### src/rtl/serial_sub_pkg.sv
// Shared types for the bit-serial subtractor.
// The optional signed-overflow output is enabled by defining SERIAL_SUB_OVF_EN.
package serial_sub_pkg;

    typedef enum logic [1:0] {
        IDLE  = 2'd0,
        SHIFT = 2'd1,
        DONE  = 2'd2
    } sub_state_t;

endpackage

### src/rtl/full_subtractor.sv
// One-bit full subtractor: x - y - bin, giving difference d and borrow-out bo.
module full_subtractor (
    input  logic x,
    input  logic y,
    input  logic bin,
    output logic d,
    output logic bo
);

    assign d  = x ^ y ^ bin;
    assign bo = (~x & y) | (~(x ^ y) & bin);

endmodule

### src/rtl/serial_subtractor.sv
// Bit-serial WIDTH-bit subtractor (a - b, LSB first, one bit per clock).
// Define SERIAL_SUB_OVF_EN to add the signed 'overflow' output.
module serial_subtractor
    import serial_sub_pkg::*;
#(
    parameter int WIDTH = 8
) (
    input  logic             clk,
    input  logic             rst_n,
    input  logic             in_valid,
    output logic             in_ready,
    input  logic [WIDTH-1:0] a,
    input  logic [WIDTH-1:0] b,
    output logic             out_valid,
    input  logic             out_ready,
    output logic [WIDTH-1:0] diff,
    output logic             borrow,
`ifdef SERIAL_SUB_OVF_EN
    output logic             overflow,
`endif
    output logic [1:0]       dbg_state_o
);

    localparam int CW = $clog2(WIDTH);

    // Handshake: a transfer happens on a rising clk edge where valid and ready are both 1;
    // valid-side outputs stay stable until that edge.

    sub_state_t       state_q;
    logic [WIDTH-1:0] a_sr_q, b_sr_q, res_q;
    logic [WIDTH-1:0] res_d;
    logic             bff_q, bff_d;
    logic [CW-1:0]    cnt_q;
    logic             in_ready_q, out_valid_q;
    logic             fs_d;

    full_subtractor u_fs (
        .x   (a_sr_q[0]),
        .y   (b_sr_q[0]),
        .bin (bff_q),
        .d   (fs_d),
        .bo  (bff_d)
    );

    assign res_d = {fs_d, res_q[WIDTH-1:1]};

`ifdef SERIAL_SUB_OVF_EN
    logic a_msb_q, b_msb_q, ovf_q;
`endif

    always_ff @(posedge clk or negedge rst_n) begin
        if (!rst_n) begin
            state_q     <= IDLE;
            in_ready_q  <= 1'b1;
            out_valid_q <= 1'b0;
            a_sr_q      <= '0;
            b_sr_q      <= '0;
            res_q       <= '0;
            bff_q       <= 1'b0;
            cnt_q       <= '0;
`ifdef SERIAL_SUB_OVF_EN
            a_msb_q     <= 1'b0;
            b_msb_q     <= 1'b0;
            ovf_q       <= 1'b0;
`endif
        end else begin
            case (state_q)
                IDLE: begin
                    if (in_valid) begin
                        a_sr_q     <= a;
                        b_sr_q     <= b;
                        bff_q      <= 1'b0;
                        cnt_q      <= '0;
                        in_ready_q <= 1'b0;
                        state_q    <= SHIFT;
`ifdef SERIAL_SUB_OVF_EN
                        a_msb_q    <= a[WIDTH-1];
                        b_msb_q    <= b[WIDTH-1];
`endif
                    end
                end
                SHIFT: begin
                    res_q  <= res_d;
                    a_sr_q <= a_sr_q >> 1;
                    b_sr_q <= b_sr_q >> 1;
                    bff_q  <= bff_d;
                    cnt_q  <= cnt_q + 1'b1;
                    // The bit computed now is the MSB, so it is also the sign of diff.
                    if (cnt_q == CW'(WIDTH - 1)) begin
                        state_q     <= DONE;
                        out_valid_q <= 1'b1;
`ifdef SERIAL_SUB_OVF_EN
                        ovf_q       <= (a_msb_q != b_msb_q) & (fs_d != a_msb_q);
`endif
                    end
                end
                DONE: begin
                    if (out_ready) begin
                        state_q     <= IDLE;
                        out_valid_q <= 1'b0;
                        in_ready_q  <= 1'b1;
`ifdef SERIAL_SUB_OVF_EN
                        ovf_q       <= 1'b0;
`endif
                    end
                end
                default: begin
                    state_q     <= IDLE;
                    in_ready_q  <= 1'b1;
                    out_valid_q <= 1'b0;
                end
            endcase
        end
    end

    assign in_ready    = in_ready_q;
    assign out_valid   = out_valid_q;
    assign diff        = res_q;
    assign borrow      = bff_q;
    assign dbg_state_o = state_q;
`ifdef SERIAL_SUB_OVF_EN
    assign overflow    = ovf_q;
`endif

endmodule
### config.mk
export PLATFORM = sky130hd
export DESIGN_NAME = serial_subtractor
export DESIGN_NICKNAME = d
export VERILOG_FILES = /design/src/rtl/serial_sub_pkg.sv /design/src/rtl/full_subtractor.sv /design/src/rtl/serial_subtractor.sv
export SDC_FILE = /design/constraint.sdc
export NUM_CORES = 1
export LEC_CHECK = 0
export BUFFER_PORTS_ARGS = -buffer_cell sky130_fd_sc_hd__buf_4
export CORE_AREA = 2 2 52 66
export CTS_CLUSTER_DIAMETER = 200
export DETAILED_ROUTE_END_ITERATION = 12
export DIE_AREA = 0 0 54 68
export PLACE_DENSITY = 0.77
export SLEW_MARGIN = 20
export SYNTH_ARGS = -nofsm -noshare
export SYNTH_HDL_FRONTEND = slang
export SYNTH_SLANG_ARGS = --single-unit
### constraint.sdc
create_clock -name clk -period 1.3 [get_ports clk]
set_input_delay 0.325 -clock clk [delete_from_list [all_inputs] [get_ports clk]]
set_output_delay 0.325 -clock clk [all_outputs]
set_load 0.05 [all_outputs]
**Word-level counts from Yosys, hierarchy flattened**

Cells that the tools add are included.

- Bitwise gates (word level): 9
- Add/sub/neg operators: 1
- Multiplexer cells: 17
- Equal/unequal tests: 6
- Reductions and logical operators: 6

Operators by type and width:

| operator | count |
|---|---|
| $pmux 8 s2 | 2 |
| $mux 8 | 2 |
| $reduce_and 3->1 | 3 |
| $mux 2 | 3 |
| $ne 2x2->1 const B | 3 |
| $pmux 1 s3 | 2 |
| $pmux 2 s3 | 1 |
| $pmux 3 s2 | 1 |
| $mux 1 | 4 |
| $not 1->1 | 4 |
| $add 3x1->3 const B | 1 |
| $eq 3x3->1 const B | 1 |
| $mux 3 | 1 |
| $and 1x1->1 | 2 |
| $eq 2x1->1 const B | 1 |
| $eq 2x2->1 const B | 1 |
| $logic_not 2->1 | 1 |
| $pmux 1 s2 | 1 |
| $reduce_and 2->1 | 1 |
| $reduce_bool 2->1 | 1 |
| $xor 1x1->1 | 2 |
| $or 1x1->1 | 1 |

- Register bits: 32
- Output and inout port bits: 13
- Input port bits: 20
- Logic and storage cells: 47

**Depth between registers and ports, before layout**

Gate-level depths: netlist of the first run.

- Depth after elaboration: 5
- Mapped depth: 6
- Gate-level depth less buffers: 4

**Cells and area by module**

A second synthesis of the first run with hierarchy kept.

- Cell total of the unflattened synthesis: 121
- Area, all modules: 1445.1 um^2

Modules (own cells, without submodules):

| module | area an instance (um^2) | sequential area each (um^2) | cells an instance | instances |
|---|---|---|---|---|
| serial_subtractor | 1413.9 | 802.0 | 117 | 1 |
| full_subtractor | 31.3 | 0.0 | 4 | 1 |

**Least setup slack after synthesis of the first run**

Ideal clock, no wire load.

- Path kind: register to register
- Start: register state_q[1] (netlist: dbg_state_o[1])
- End: register res_q[7] (netlist: diff[7])
- Clock period less this slack: 1.494 ns
- Arrival: 1.417 ns
- Data required time: 1.224 ns
- Setup slack: -0.194 ns
- Stages on the path, launching flop included: 7
- Buffers on the path: 3
- Setup time: 0.076 ns
- Cell sequence: dfrtp_1 -> buf_4 -> nand2b_1 -> buf_2 -> buf_2 -> nand2_1 -> o21ai_1

- Longest elaborated chain between the ends: 1

Ends and longest elaborated chain:

| what | line | RTL |
|---|---|---|
| start, declared | serial_subtractor.sv:29 | `sub_state_t state_q;` |
| start signal, assigned | serial_subtractor.sv:53 | `state_q <= IDLE;` |
| start signal, assigned | serial_subtractor.sv:75 | `state_q <= SHIFT;` |
| start signal, assigned | serial_subtractor.sv:90 | `state_q <= DONE;` |
| $eq 2x1->1 | serial_subtractor.sv:67 | `case (state_q)` |
| end signal, assigned | serial_subtractor.sv:83 | `res_q <= res_d;` |
| end, declared | serial_subtractor.sv:30 | `logic [WIDTH-1:0] a_sr_q, b_sr_q, res_q;` |

Every way passes these cells.
A chain may end at the register's enable or synchronous reset.

**Final worst setup path of the first run**

- Start: register state_q[0] (netlist: dbg_state_o[0])
- End: output port dbg_state_o[0]

RTL lines:

| what | line | RTL |
|---|---|---|
| end, declared | serial_subtractor.sv:21 | `output logic [1:0] dbg_state_o` |

No word-level cell between the ends.

==> out/results.tsv, run 1 <==
metric	value	unit
max_cap_viol_count	0	
grt-ovfl-total	0	
status	finished clean	
fin_cells	227	
synth_mux_area_frac	0	
rows	23	
fin_crit	1297	ps
synth_compound_gate_area_share	0.1828	
synth_edf_count	0	
min_path_cells	3	
synthArstFlopShare	1.000	
synth-simple-area-share	0.1997	
finalPower	5.188	mW
cts_tree	done	
finalWorstSetupSlack	3.103	ps
ys_types	23	
grt_max_degree	33	
antenna_found_initial	0	
vias	1225	
power_frac_seq	0.340	
worst_setup_path_end_kind	output pin	
worst_pin_slew	402.6	ps
numCtsBuffers	5	
layout_common_cells	buf_4, nand2_1, dfrtp_1	
rr_worst_depth	4	
postPlaceCellArea	1777	um2
drt-wirelength-per-cell	14.56	um
synthTopCellsByArea	dfrtp_1, nand2_1, a211oi_2	
start_util	0.4779	
grt_pass1_wl	5.202	mm
report.final.slew_viol_count	0	
cts_root_buf	clkbuf_8	
hold_class	primary input to flop	
hold_violations	0	
syn_to_final_growth	34.63	%
syn_area	1485	um2
synth-xor-area-share	0	
syn_avg_cell_area	10.39	um2
final_cell_area	1999	um2
clock_sinks	32	
skew	9.420	ps
clock.fmax	771.1	MHz
h-tree-depth	2	
clk_pin_slew_worst_paths	70	ps
fin_util	0.6433	
power.share.clock	0.139	
switching_power	2.189	mW
r2r_start	dbg_state_o[0]	
synth_top_family_by_area	simple AND/OR/NAND/NOR gates	
leakagePower	0.9310	nW
hpwl	2.256	mm
slew_headroom	0.7316	
rr_endpoint	b_sr_q[3]	
use_met2	0.3399	
fin_setup_tns	0	ps
busiest_layer	met2	
dp_cells	210	
clk_path_buf_depth	2	
dieArea	3672	um2
setup_viol	0	
place_congestion	0.7535	
io_pins	33	
fillers	244	
synth_area_leader_cell	dfrtp_1	
hold_path_end	a_sr_q[7]	
synth_fa_ha_area_frac	0.03033	
gr-usage-met3	0.06987	
fin_crit_sh	0.9976	
reg2reg_slack	20	ps
drcViolationCount	0	
wirelength	3.305	mm
synth_fp_nets	166	
mostFrequentLayoutCell	buf_4	
fp.coreArea	3108	um2
critPathKind	flop to output pin	
synth.top_cell.area_share	0.5223	
crit_fanout	5	
fp.dieW	54	um
pre_cts_slack	63.88	ps
share_comb_of_total_power	0.521	
firstDrtPassIters	4	
yosysWarnings	0	
whs	278.6	ps
p_per_area	2595	nW/um2
insertion_delay	290	ps
grt_usage	0.2059	
drt_iter0_markers	33	
antenna_cells	0	
grt_util_met1	0.2297	
vias_per_cell	5.396	
port_buffers	32	
drive_above_1_share	0.4000	
fin_nets	212	
synthFlopType	dfrtp_1	
startpoint_type	flop	
ir_drop	1710	uV
rsz0062_at_grt	yes	
startpoint	dbg_state_o[0]	
swShare	0.4220	
internal_power	2.999	mW
ant_nets	0	
first_global_vias	1179	
crit_required	980	ps
die_h	68	um
ys_seq_elements	32	
synthCells	143	
cp.arrival	970	ps
min_from	a[7]	
ys_seq_area_frac	0.5400	
registers in the layout (all words and copies together), names as in the netlist:
register,flops
borrow,1
out_valid,1
diff,8
a_sr_q,8
cnt_q,3
in_ready,1
b_sr_q,8
dbg_state_o,2
synthesized netlist by cell type (all sizes together), types with 2 or more instances:
master and count:
a211oi 7, nor2 18, o21ai 8, nand2 28
a22o 3, nor2b 2, nand3b 7, clkbuf 3
nand2b 3, buf 8, ha 2, o221a 7
nor3 8, a21oi 3, dfrtp 31
area by class of cell:
class / instances / area, um2 / share of cell area
Inverter: 1 / 3.754 / 0.001877
Clock buffer: 7 / 76.32 / 0.03817
Sequential cell: 32 / 805.8 / 0.4030
Clock inverter: 1 / 5.005 / 0.002503
Tap cell: 37 / 46.29 / 0.02315
Timing Repair Buffer: 49 / 400.4 / 0.2003
Multi-Input combinational cell: 100 / 661.9 / 0.3310
logic make-up (layout without fill, tap and decap cells):
family	Yosys count	in the layout
simple gates	66	66
flops	32	32
compound gates	30	31
buf+inv	12	58
fa+ha+maj	3	3
how the worst max path moves through the flow:
stage                          end  slack [ps]  cells past startpoint
floorplan                a_sr_q[5]         -20                      4
global placement           diff[7]         120                      4
detailed placement       a_sr_q[3]          60                      3
CTS                      a_sr_q[1]         -20                      4
global route              in_ready         -20                      1
finish              dbg_state_o[0]           3                      2
critical path: stages, from the launching register on:
cell and delay (ps):
dfrtp_2 410, buf_6 130, buf_8 140
power groups by stage:
stage / combinational (mW) / sequential, mW / clock, mW
detailed placement: 2.43 / 1.81 / 0
floorplan: 1.29 / 2.30 / 0
global placement: 2.34 / 1.78 / 0
CTS: 2.57 / 1.76 / 0.730
finish: 2.70 / 1.76 / 0.724
global route: 2.92 / 1.82 / 0.780
metal layers:
| layer | part of all wire | vias up |
|---|---|---|
| li1 | - | 587 |
| met1 | 0.40 | 599 |
| met2 | 0.52 | 34 |
| met3 | 0.059 | 5 |
| met4 | 0.021 | 0 |
| met5 | 0 | - |
what timing repair did:
item | CTS | global route
buffers inserted | 3 | 4
resized for setup | 6 | 11
gates cloned | 0 | 1
endpoints found under the setup margin | 3 | 23
hold endpoints to repair | 31 | 0
hold buffers | 1 | 0
Note: power is estimated with default switching activity, not from simulation.
==> run 2, diff against run 1 <==
- CAP_MARGIN: not set -> 20
- SETUP_SLACK_MARGIN: not set -> 0.5
==> out/results.tsv, run 2 (synthesis results as in run 1) <==
metric	value	unit
status	complete, but fails checks	
violations	hold timing, setup timing	
crit_required	980	ps
hold_class	primary input to async pin	
whs	-31.17	ps
leakagePower	1.089	nW
hpwl	2.248	mm
gr-usage-met3	0.06769	
crit_fanout	3	
insertion_delay	290	ps
skew	9.097	ps
seqCellArea	817.0	um2
h-tree-depth	2	
firstDrtPassIters	4	
max_cap_viol_count	0	
switching_power	2.807	mW
grt_pass1_wl	6.320	mm
wirelength	4.651	mm
hold_violations	31	
startpoint_type	flop	
grt_util_met1	0.2667	
cts_tree	done	
antenna_cells	0	
drt-wirelength-per-cell	19.06	um
grt_usage	0.2456	
critPathMostFrequentCell	buf_8	
rows	23	
power.share.clock	0.109	
antenna_found_initial	0	
slew_headroom	0.7232	
drt_iter0_markers	14	
syn_to_final_growth	65.80	%
layout_common_cells	buf_4, nand2_1, dfrtp_1	
share_comb_of_total_power	0.610	
worst_setup_path_end_kind	output pin	
p_per_area	2744	nW/um2
vias_per_cell	5.676	
ant_nets	0	
slowest_stage	dfrtp_2	
finalPower	6.757	mW
setup_viol	4	
use_met2	0.4375	
start_util	0.4779	
first_global_vias	1353	
critPathKind	flop to output pin	
fp.dieW	54	um
busiest_layer	met2	
clk_pin_slew_worst_paths	70	ps
numCtsBuffers	5	
cp.arrival	1000	ps
path_cells	buf_8 > buf_8	
report.final.slew_viol_count	0	
finalWorstSetupSlack	-22.76	ps
fin_crit_sh	1.018	
fin_util	0.7923	
clock.fmax	756.0	MHz
power_frac_seq	0.281	
grt-ovfl-total	0	
io_pins	33	
clock_sinks	32	
fin_setup_tns	-34.29	ps
worst_pin_slew	415.3	ps
mostFrequentLayoutCell	buf_4	
place_congestion	0.7501	
ir_drop	1739	uV
die_h	68	um
internal_power	3.950	mW
port_buffers	32	
grt_max_degree	33	
vias	1385	
rsz0062_at_grt	yes	
fin_crit	1323	ps
slowest_delay	440	ps
fin_nets	229	
swShare	0.4154	
fillers	181	
multiInputGateArea	812.0	um2
fp.coreArea	3108	um2
dieArea	3672	um2
drcViolationCount	0	
clk_path_buf_depth	2	
drive_above_1_share	0.5942	
cts_root_buf	clkbuf_8	
[run 2: changes by cell type in the layout (fill, tap and decap cells not counted), moves of 4 or more]
cell | before | now
nor2_1 | 18 | 8
nor3_1 | 2 | 6
dfrtp_2 | 3 | 12
dfrtp_1 | 28 | 19
buf_4 | 43 | 36
buf_6 | 2 | 9
nor2_4 | 0 | 9
nand2_2 | 0 | 5
nand2_1 | 28 | 23
nor3_2 | 6 | 1
buf_8 | 3 | 16
[run 2: routing by layer]
layer	share of wire	routed length, um
met4	0.054	252
met2	0.55	2565
met5	0	0
met3	0.049	228
met1	0.34	1604
[run 2: path summary, 6_finish.rpt]
kind / from / end / slack, ps / cells past startpoint
worst max-delay path: dbg_state_o[0] / dbg_state_o[0] / -20 / 2
worst min-delay path: rst_n / b_sr_q[0] / -30 / 1
worst max register to register: dbg_state_o[0] / b_sr_q[6] / -10 / 4
worst min register to register: a_sr_q[7] / a_sr_q[7] / 510 / 2
max in group asynchronous: rst_n / in_ready / 1000 / 1
min in group clk: a[7] / a_sr_q[7] / 290 / 3
[run 2: per-stage QoR]
stage / area (um2) / worst slack (ps) / hold slack (ps) / std cells
4_1_cts: 2220 / -6.207 / -21.90 / 232
3_5_place_dp: 1778 / 69.87 / 285.9 / 208
3_3_place_gp: 1778 / 99.38 / 279.3 / 208
5_1_grt: 2462 / -46.00 / -14.14 / 244
6_report: 2462 / -22.76 / -31.17 / 244
2_1_floorplan: 1545 / -24.73 / 29.41 / 143
[run 2: critical path: cells and delay by family, from the launching register on]
family                 cells  cell delay, ps
DFF                        1             440
buffers and inverters      2             280
[run 2: area by class of cell]
type                    instances  area share
flip-flops and latches         32      0.3318
multi-input cells             101      0.3298
repair buffers                 65      0.2851
clock buffers                   7     0.03100
well taps                      37     0.01880
clock inverters                 1    0.002033
inverters                       1    0.001524
[run 2: power by group through the flow]
stage	logic, mW	registers, mW	clock network, mW
3_5_place_dp	2.43	1.82	0
5_1_grt	4.35	1.95	0.789
4_1_cts	3.27	1.84	0.743
6_report	4.12	1.90	0.735
3_3_place_gp	2.34	1.79	0
2_1_floorplan	1.34	2.33	0
[run 2: what timing repair did]
action / in CTS / in global routing
setup buffers: 15 / 8
endpoints found under the hold margin: 31 / 31
endpoints found under the setup margin: 45 / 45
gates resized for setup: 63 / 30
gates cloned: 1 / 4
pin swaps: 5 / 17
==> run 3, diff against run 2 <==
- clock period: 1.3 -> 1.35 ns (I/O delays scaled with it)
==> out/results.tsv, run 3 (synthesis results as in run 1) <==
metric	value	unit
status	complete, but fails checks	
violations	hold timing	
clk_pin_slew_worst_paths	70	ps
fp.dieW	54	um
cts_root_buf	clkbuf_8	
report.final.slew_viol_count	0	
clock_sinks	32	
hpwl	2.319	mm
crit_required	1010	ps
fin_crit_sh	0.9813	
io_pins	33	
syn_to_final_growth	67.23	%
grt_pass1_wl	7.079	mm
vias	1411	
whs	-23.06	ps
pre_cts_slack	40.18	ps
first_global_vias	1510	
cts_tree	done	
final_cell_area	2484	um2
antenna_cells	0	
drt-wirelength-per-cell	20.13	um
leakagePower	1.111	nW
numCtsBuffers	5	
grt_max_degree	33	
ir_drop	1667	uV
port_buffers	32	
antenna_found_initial	0	
crit_fanout	2	
grt-ovfl-total	0	
clk_path_buf_depth	2	
clock.fmax	754.8	MHz
cp.arrival	990	ps
fin_nets	231	
startpoint_type	flop	
critPathKind	flop to output pin	
rows	23	
slew_headroom	0.7233	
vias_per_cell	5.736	
drive_above_1_share	0.6890	
rsz0062_at_grt	yes	
drcViolationCount	0	
worst_pin_slew	415.0	ps
insertion_delay	290	ps
fin_crit	1325	ps
setup_viol	0	
wirelength	4.953	mm
wl_met1	1.712	mm
die_h	68	um
fin_setup_tns	0	ps
layout_common_cells	buf_4, buf_6, dfrtp_1	
firstDrtPassIters	5	
grt_usage	0.2837	
top_layer_used	met4	
fp.coreArea	3108	um2
hold_class	primary input to async pin	
p_per_area	2569	nW/um2
skew	9.643	ps
h-tree-depth	2	
finalWorstSetupSlack	25.19	ps
max_cap_viol_count	0	
dieArea	3672	um2
hold_violations	31	
drt_iter0_markers	38	
start_util	0.4779	
dr_wl_met3	288	um
mostFrequentLayoutCell	buf_4	
ant_nets	0	
place_congestion	0.7651	
postPlaceCellArea	1770	um2
wl_met2	2.748	mm
worst_setup_path_end_kind	output pin	
==> run 3: cell types whose count changed in the layout (fill, tap and decap cells not counted), moves of 5 or more <==
cell / before / now
nand2_1: 23 / 11
nor2_4: 9 / 1
buf_8: 16 / 7
nand2_4: 0 / 5
nor2_2: 1 / 8
buf_6: 9 / 20
nor3_1: 6 / 0
nand2_2: 5 / 12
==> run 3: per-layer routing <==
layer	vias to the layer above	track usage
li1	625	-
met1	708	0.2694
met2	62	0.4985
met3	16	0.07860
met4	0	0.2219
met5	-	0
==> run 3: worst paths after layout <==
path	cells after the start	slack [ps]	from	end
setup / recovery	2	30	dbg_state_o[0]	dbg_state_o[0]
setup reg to reg	4	60	dbg_state_o[0]	borrow
hold reg to reg	2	510	diff[0]	diff[0]
min in group clk	3	300	a[7]	a_sr_q[7]
max in group asynchronous	1	1030	rst_n	in_ready
hold / removal	1	-20	rst_n	b_sr_q[3]
==> run 3: through the flow <==
| stage | total power, mW | instances | hold slack, ps | util |
|---|---|---|---|---|
| after floorplan | 3.534 | 143 | 41.91 | - |
| after global placement | 3.945 | 207 | 291.0 | 0.5696 |
| after detailed placement | 4.087 | 207 | 296.5 | 0.5696 |
| after CTS | 5.881 | 241 | -6.039 | 0.7637 |
| after global routing | 6.668 | 246 | 0.1107 | 0.7991 |
| final | 6.381 | 246 | -23.06 | 0.7991 |
==> run 3: where the power goes <==
group / internal [mW] / total (mW) / leakage, nW / switching [mW]
logic: 1.79 / 3.86 / 0.701 / 2.07
clock network: 0.362 / 0.721 / 0.0422 / 0.360
registers: 1.44 / 1.80 / 0.368 / 0.357
total: 3.59 / 6.38 / 1.11 / 2.79
==> run 3: layout make-up <==
cell class	count	area (um2)
fill	152	624.3
multi-input combinational	102	899.6
sequential	32	817.0
timing repair buffer	66	635.6
clock buffer	7	76.32
clock inverter	1	5.005
tap	37	46.29
inverter	1	3.754
==> run 3: timing repair <==
action	in CTS	in global routing
cloned	5	0
gates resized for setup	83	19
hold endpoints to repair	26	0
pin swaps	21	15
setup buffers	21	5
setup endpoints to repair	45	45
==> run 3: critical path: stages, from the launching register on <==
cell and delay [ps]:
dfrtp_2 430, buf_8 130, buf_8 140
